[src/rtl/burst_arbiter_pkg.sv]
// Shared types and defaults for the burst arbiter: FSM state encoding,
// default geometry and the index-width helper used for done_id/pointer.
package burst_arbiter_pkg;

   typedef enum logic [1:0] {
      IDLE    = 2'd0,
      BURST   = 2'd1,
      CAPTURE = 2'd2
   } state_t;

   localparam int DEF_NUM_REQ = 4;
   localparam int DEF_DATA_W  = 8;
   localparam int DEF_LEN_W   = 4;

   // A single requester still needs a 1-bit index port.
   function automatic int idx_width(input int n);
      return (n > 1) ? $clog2(n) : 1;
   endfunction

endpackage

[src/rtl/burst_arbiter_rr.sv]
// Round-robin selector: first asserted request at or after pointer,
// wrapping modulo NUM_REQ. Purely combinational.
module rr_arbiter
   import burst_arbiter_pkg::*;
#(
   parameter int NUM_REQ = DEF_NUM_REQ,
   parameter int IDX_W   = idx_width(NUM_REQ)
) (
   input  logic [NUM_REQ-1:0] req,
   input  logic [IDX_W-1:0]   pointer,
   output logic [NUM_REQ-1:0] grant,
   output logic [IDX_W-1:0]   index,
   output logic               any
);

   logic [IDX_W-1:0] pos;

   always_comb begin
      grant = '0;
      index = '0;
      any   = 1'b0;
      pos   = '0;
      for (int k = 0; k < NUM_REQ; k++) begin
         pos = IDX_W'((int'(pointer) + k) % NUM_REQ);
         if (!any && req[pos]) begin
            any        = 1'b1;
            grant[pos] = 1'b1;
            index      = pos;
         end
      end
   end

endmodule

[src/rtl/burst_arbiter.sv]
// Grants one requester at a time a fixed-length enable burst on an external
// counting datapath, then captures the datapath value and pulses done.
module burst_arbiter
   import burst_arbiter_pkg::*;
#(
   parameter int NUM_REQ = DEF_NUM_REQ,
   parameter int DATA_W  = DEF_DATA_W,
   parameter int LEN_W   = DEF_LEN_W,
   parameter int IDX_W   = idx_width(NUM_REQ)
) (
   input  logic                     clk,
   input  logic                     rst,
   input  logic [NUM_REQ-1:0]       req,
   input  logic [NUM_REQ*LEN_W-1:0] burst_len,
   output logic [NUM_REQ-1:0]       gnt,
   output logic                     bus_enable,
   input  logic [DATA_W-1:0]        bus_data,
   output logic [DATA_W-1:0]        result,
   output logic                     done,
   output logic [IDX_W-1:0]         done_id,
   output logic                     busy
);

   state_t             state_reg, state_next;
   logic [LEN_W-1:0]   cnt_reg, cnt_next;
   logic [NUM_REQ-1:0] gnt_reg, gnt_next;
   logic               en_reg, en_next;
   logic               done_reg, done_next;
   logic               busy_reg, busy_next;
   logic [IDX_W-1:0]   done_id_reg, done_id_next;
   logic [IDX_W-1:0]   win_reg, win_next;
   logic [IDX_W-1:0]   ptr_reg, ptr_next;
   logic [DATA_W-1:0]  result_reg, result_next;

   logic [NUM_REQ-1:0] rr_grant;
   logic [IDX_W-1:0]   rr_index;
   logic               rr_any;

   logic [LEN_W-1:0]   len_field [NUM_REQ];

   for (genvar gi = 0; gi < NUM_REQ; gi++) begin : g_len
      assign len_field[gi] = burst_len[gi*LEN_W +: LEN_W];
   end

   rr_arbiter #(
      .NUM_REQ (NUM_REQ),
      .IDX_W   (IDX_W)
   ) u_rr (
      .req     (req),
      .pointer (ptr_reg),
      .grant   (rr_grant),
      .index   (rr_index),
      .any     (rr_any)
   );

   always_comb begin
      state_next   = state_reg;
      cnt_next     = cnt_reg;
      gnt_next     = gnt_reg;
      en_next      = en_reg;
      done_next    = 1'b0;
      done_id_next = done_id_reg;
      win_next     = win_reg;
      ptr_next     = ptr_reg;
      result_next  = result_reg;
      case (state_reg)
         IDLE: begin
            if (rr_any) begin
               gnt_next   = rr_grant;
               en_next    = 1'b1;
               cnt_next   = len_field[rr_index];
               win_next   = rr_index;
               ptr_next   = (rr_index == IDX_W'(NUM_REQ - 1)) ? '0 : rr_index + IDX_W'(1);
               state_next = BURST;
            end
         end
         BURST: begin
            // Counter holds remaining enable cycles after this one.
            if (cnt_reg == '0) begin
               en_next    = 1'b0;
               state_next = CAPTURE;
            end else begin
               cnt_next = cnt_reg - LEN_W'(1);
            end
         end
         CAPTURE: begin
            // Datapath still holds the burst count here; it clears this edge.
            result_next  = bus_data;
            done_next    = 1'b1;
            done_id_next = win_reg;
            gnt_next     = '0;
            state_next   = IDLE;
         end
         default: state_next = IDLE;
      endcase
      busy_next = (state_next != IDLE);
   end

   always_ff @(posedge clk) begin
      if (rst) begin
         state_reg   <= IDLE;
         cnt_reg     <= '0;
         gnt_reg     <= '0;
         en_reg      <= 1'b0;
         done_reg    <= 1'b0;
         busy_reg    <= 1'b0;
         done_id_reg <= '0;
         win_reg     <= '0;
         ptr_reg     <= '0;
         result_reg  <= '0;
      end else begin
         state_reg   <= state_next;
         cnt_reg     <= cnt_next;
         gnt_reg     <= gnt_next;
         en_reg      <= en_next;
         done_reg    <= done_next;
         busy_reg    <= busy_next;
         done_id_reg <= done_id_next;
         win_reg     <= win_next;
         ptr_reg     <= ptr_next;
         result_reg  <= result_next;
      end
   end

   assign gnt        = gnt_reg;
   assign bus_enable = en_reg;
   assign done       = done_reg;
   assign done_id    = done_id_reg;
   assign busy       = busy_reg;
   assign result     = result_reg;

endmodule

[config.mk]
export PLATFORM = sky130hd
export DESIGN_NAME = burst_arbiter
export DESIGN_NICKNAME = d
export VERILOG_FILES = /design/src/rtl/burst_arbiter_pkg.sv /design/src/rtl/burst_arbiter_rr.sv /design/src/rtl/burst_arbiter.sv
export SDC_FILE = /design/constraint.sdc
export NUM_CORES = 1
export LEC_CHECK = 0
export CORE_MARGIN = 2
export CORE_UTILIZATION = 54
export CTS_BUF_LIST = sky130_fd_sc_hd__clkbuf_2
export CTS_CLUSTER_SIZE = 25
export DETAILED_ROUTE_END_ITERATION = 8
export PLACE_DENSITY = 0.95
export SYNTH_ARGS = -nofsm -noshare
export SYNTH_HDL_FRONTEND = slang
export SYNTH_SLANG_ARGS = --single-unit
[constraint.sdc]
create_clock -name clk -period 7.3 [get_ports clk]
set_input_delay 1.095 -clock clk [delete_from_list [all_inputs] [get_ports clk]]
set_output_delay 1.095 -clock clk [all_outputs]
set_load 0.1 [all_outputs]
==> After elaboration in Yosys (flattened, before gate mapping) <==
Index checks and enable logic that the tools add are counted.
{ "classes": {"n_eq_ne": 6, "muxes": 44, "n_addsub": 5, "magnitude_cmp": 9, "n_reduce_logical": 19, "bitwise": 4} }
{ "op_table": {"columns": ["operator", "n"], "rows": [
  ["$mux W4", 9],
  ["$pmux W4 S2", 2],
  ["$mux W1", 15],
  ["$mux W2", 7],
  ["$lt A2 B3 Y1 const B", 4],
  ["$or A4 B4 Y4", 3],
  ["$bmux W1 S2", 4],
  ["$bmux W4 S2", 1],
  ["$demux W1 S2", 4],
  ["$ge A2 B1 Y1 const B", 4],
  ["$logic_and A1 B1 Y1", 7],
  ["$ne A2 B2 Y1 const B", 3],
  ["$reduce_and A3 Y1", 2],
  ["$reduce_bool A2 Y1", 3],
  ["$add A2 B1 Y2 const B", 2],
  ["$add A2 B2 Y2 const B", 2],
  ["$eq A2 B2 Y1 const B", 2],
  ["$logic_not A4 Y1", 1],
  ["$pmux W2 S2", 1],
  ["$reduce_and A2 Y1", 2],
  ["$sub A4 B1 Y4 const B", 1],
  ["$ge A3 B3 Y1 const B", 1],
  ["$logic_not A1 Y1", 3],
  ["$not A2 Y3", 1],
  ["3 further kinds", 3]
]} }
{ "totals": {"inputBits": 30, "register_bits": 27, "elab_cells": 97, "out_inout_bits": 17} }

==> Longest topological paths before layout <==
{ "logic_depth": {"word_depth": 18, "ltp_mapped": 11, "depth_no_buf": 8} }

==> Cells and area by module <==
A second synthesis with hierarchy kept.
{ "hier_totals": {"cells_unflattened": 180, "area_unflattened_um2": 1577.8} }
{ "by_module_without_submodules": {"columns": ["module", "cells_per_inst", "seq_area_each_um2", "n_inst", "area_each_um2"], "rows": [
  ["burst_arbiter", 135, 540.5, 1, 1158.6],
  ["rr_arbiter", 45, 0.0, 1, 419.2]
]} }

==> Worst setup path after synthesis <==
OpenSTA, ideal clock, no wires.
{ "synth_timing": {"kind": "in2reg", "startpoint": "input req[2]", "endpoint": "register cnt_reg[3]", "setup_time_ns": 0.127, "path_stages": 7, "path_slack_ns": 4.475, "path_buffers": 1, "t_arrival_ns": 2.698, "t_required_ns": 7.173, "path_cell_list": "mux4_2 > nor2b_4 > buf_6 > nor2_4 > o21ai_4 > mux4_2 > o2bb2ai_1"} }
{ "synth_between": {"elab_chain_len": 18, "elab_cells_between_ends": 30, "classes_between": "eq/ne: 1; mux: 21; bitwise: 1; reduce/logical: 7"} }
{ "synth_lines": {"columns": ["element", "line_no", "rtl"], "rows": [
  ["start: declaration", "burst_arbiter.sv:13", "input logic [NUM_REQ-1:0] req,"],
  ["$bmux W1 S2", "burst_arbiter_rr.sv:25", "if (!any && req[pos]) begin"],
  ["$mux W1 (not written as such)", "burst_arbiter_rr.sv:25", null],
  ["$mux W1", "burst_arbiter_rr.sv:25", null],
  ["$logic_not A1 Y1", "burst_arbiter_rr.sv:25", null],
  ["$logic_and A1 B1 Y1", "burst_arbiter_rr.sv:25", null],
  ["$mux W1", "burst_arbiter_rr.sv:25", null],
  ["$logic_not A1 Y1", "burst_arbiter_rr.sv:25", null],
  ["$logic_and A1 B1 Y1", "burst_arbiter_rr.sv:25", null],
  ["$mux W1", "burst_arbiter_rr.sv:25", null],
  ["$logic_not A1 Y1", "burst_arbiter_rr.sv:25", null],
  ["$logic_and A1 B1 Y1", "burst_arbiter_rr.sv:25", null],
  ["$mux W2", "burst_arbiter_rr.sv:25", null],
  ["$not A2 Y3 (not written as such)", "burst_arbiter.sv:71", "cnt_next = len_field[rr_index];"],
  ["$bmux W4 S2", "burst_arbiter.sv:71", null],
  ["$mux W4 (not written as such) (2 in series)", "burst_arbiter.sv:71", null],
  ["$mux W4", "burst_arbiter.sv:68", "if (rr_any) begin"],
  ["$pmux W4 S2", "burst_arbiter.sv:66", "case (state_reg)"],
  ["end signal: assignment", "burst_arbiter.sv:113", "cnt_reg <= cnt_next;"],
  ["end: declaration", "burst_arbiter.sv:25", "logic [LEN_W-1:0] cnt_reg, cnt_next;"]
]} }
Parallel ways exist; a longest one is shown, timed or not. The select of a mux whose other input is x is not followed.
A chain may end at the register's enable or synchronous reset.

==> Final worst setup path <==
{ "layout_timing": {"startpoint": "register ptr_reg[0]", "endpoint": "register cnt_reg[3]"} }
{ "layout_between": {"elab_chain_len": 18, "elab_cells_between_ends": 33, "classes_between": "add/sub: 3; eq/ne: 1; mux: 21; bitwise: 1; reduce/logical: 7"} }
{ "layout_lines": {"columns": ["element", "line_no", "rtl"], "rows": [
  ["start: declaration", "burst_arbiter.sv:32", "logic [IDX_W-1:0] ptr_reg, ptr_next;"],
  ["start signal: assignment", "burst_arbiter.sv:120", "ptr_reg <= ptr_next;"],
  ["parallel branches: the longest is 18 deep, another holds $add A2 B1 Y2", null, null]
]} }
Several ways; the timed one is not identified. The select of a mux whose other input is x is not followed.

==> out/metrics.cfg <==
[floorplanning]
dieWidth_um = 61.74
num_rows = 20
die-area_um2 = 3812
initial_core_util_pct = 58.02
die_y_um = 61.74
pin_count = 47
coreArea_um2 = 3103

[finish]
final_common_cell = clkdlybuf4s50_1
diodes = 0
layout_common_cells = clkdlybuf4s50_1 (46), nand2_1 (27), dfxtp_1 (27)
synthToLayoutAreaGrowth_pct = 25.09
final_cells = 293
nets = 289
fillCellCount = 255
layout-drive-gt1-share_pct = 7.229
largest_reg_flops = 8

[global_routing]
gr-total-overflow = 0
grt_pass1_wl_mm = 6.285
first_global_vias = 1433
track_usage_pct = 21.72
grt_max_degree = 33
grt_antenna_before_repair = 0

[timing]
fin_skew_ns = 0.01743
hold_slack_ns = 0.4707
timing.final.crit_share_pct = 44.02
slew_violations = 0
fin_ws_ns = 4.087
final.min_clock_period_ns = 3.213
slew_headroom_pct = 33.74
max_freq_mhz = 311.2
rsz0062_at_grt = false
setup_viol_count_final = 0
worst_slew_pin_slew_ns = 0.9908
setup_tns_ns = 0
finalHoldViolCount = 0

[setup_path]
cp_slowest_cell = dfxtp_1
crit_chain = inv_2 -> ha_1 -> mux4_2 -> nor2b_4 -> nor2_4 -> o21ai_4 -> mux4_2 -> o2bb2ai_1
worstSetupStartpoint = ptr_reg[0]
slowest_delay_ns = 0.82
cp_common_cell = mux4_2
r2r_end = cnt_reg[3]
end_kind = register
r2r_setup_slack_ns = 4.09
cp_max_fo = 17
worstPathRequired_ns = 7.60
critical_path_class = register to register
cp-start-kind = register
path_buf_inv = 1
rr_startpoint = ptr_reg[0]
critPathArrivalTime_ns = 3.51
ff2ff_path_depth = 8
crit_family = multiplexers

[synth]
synth_mux_area_share_pct = 8.548
synth_top_family_by_area = compound AO/OA/AOI/OAI gates
synth_simple_gate_area_share_pct = 21.75
synth_area_per_cell_um2 = 8.413
syn_inst = 214
yosysSeqAreaShare_pct = 30.02
synth.distinct_cells = 50
synth_flop_cell = dfxtp_1
synth_compound_area_share_pct = 26.20
synth_nets = 253
synth_edf_count = 0
syn_area_um2 = 1800
yosysWarningCount = 0
ys_seq_elements = 27
synthAdderAreaFrac_pct = 6.254
synthArstFlopShare_pct = 0
synth_xor_area_share_pct = 0.9729

[min_path]
min_path_type = register to register
min_to = result[0]
worstHoldStart = result[0]
holdPathStages = 2

[clocking]
clk_pin_slew_ns = 0.26
hold_buffers = 0
cts_resized = 0
clkLatencyLatePin_ns = 0.37
clockBufferDepth = 2
numCtsBuffers = 3
cts.sinks = 27
cts_tree = built
h-tree-depth = 1
postCtsSetupBuffers = 0
cts-root-buf = clkbuf_2

[outcome]
status = complete, no violations

[drt]
wl_per_cell_um = 13.80
wl_mm = 4.044
drc_errors = 0
drt-pass1-iter-count = 6
ant_nets = 0
drt_iter0_drc = 91
routed_via_density = 5.853
vias = 1715

[place]
dpl_worst_slack_ns = 3.683
gp_congestion = 0.9982
portBuffers = 46
hpwlAfterDp_mm = 2.968
placed_cells = 289

[power_and_ir_drop]
p_per_area_nw_per_um2 = 348.3
ir_drop_mv = 0.1643
total_power_uw = 784.5
leakage_nw = 0.7662

[run]
drv_cap = 0

==> per-layer routing <==
metal  share of wire (%)  vias to the layer above  track usage, %
li1                    -                      853               -
met5                   0                        -               0
met1                  44                      779           28.59
met4                0.67                        0           5.471
met3                 8.0                        5           4.141
met2                  47                       78           36.84
==> worst reg2reg max path, stage by stage (launching register included) <==
cell and delay [ns]:
dfxtp_1 0.82, inv_2 0.24, ha_1 0.51, mux4_2 0.43
nor2b_4 0.25, nor2_4 0.07, o21ai_4 0.19, mux4_2 0.52
o2bb2ai_1 0.13
==> worst max path at each step <==
stage	endpoint	cells after the start
after floorplan	cnt_reg[3]	7
after global placement	cnt_reg[3]	7
after detailed placement	cnt_reg[1]	7
after CTS	cnt_reg[1]	8
after global routing	cnt_reg[1]	8
final	cnt_reg[3]	8
==> synth_stat cells (all sizes together), types with 5 or more instances <==
| master | count | area [um^2] |
|---|---|---|
| clkbuf | 8 | 30.03 |
| inv | 5 | 18.76 |
| ha | 9 | 112.6 |
| o21ai | 11 | 66.31 |
| nor2 | 20 | 82.58 |
| nand2 | 27 | 101.4 |
| dfxtp | 27 | 540.5 |
| nand3 | 6 | 30.03 |
| mux4 | 5 | 112.6 |
| buf | 8 | 63.80 |
| a21oi | 23 | 118.9 |
| nor3 | 7 | 35.03 |
==> kinds of logic (layout without fill, tap and decap cells) <==
group	after synthesis	in the layout
AO/OA/AOI/OAI	66	66
XOR/XNOR	2	2
adder cells (fa/ha/maj)	9	9
buffers and inverters	21	56
flip-flops	27	27
multiplexers	9	9
AND/OR/NAND/NOR	80	80
==> cell type report <==
class / count / area (um^2) / share of cell area, %
clock buffer: 3 / 15.01 / 0.6667
clock inverter: 1 / 7.507 / 0.3333
inverter: 5 / 18.77 / 0.8333
multi-input combinational: 166 / 1147 / 50.94
sequential: 27 / 540.5 / 24.00
tap: 44 / 55.05 / 2.444
timing repair buffer: 47 / 467.9 / 20.78
==> stage by stage <==
stage | util [%] | cell area [um^2]
2_1_floorplan | - | 1800
3_3_place_gp | 71.85 | 2230
5_1_grt | 72.58 | 2252
4_1_cts | 72.58 | 2252
3_5_place_dp | 71.85 | 2230
6_report | 72.58 | 2252
==> where the power goes <==
group | internal, mW | switching, mW
Clock | 0.0127 | 0.0445
Sequential | 0.183 | 0.0418
Combinational | 0.186 | 0.316
Total | 0.382 | 0.403
Note: power is estimated with default switching activity, not from simulation.
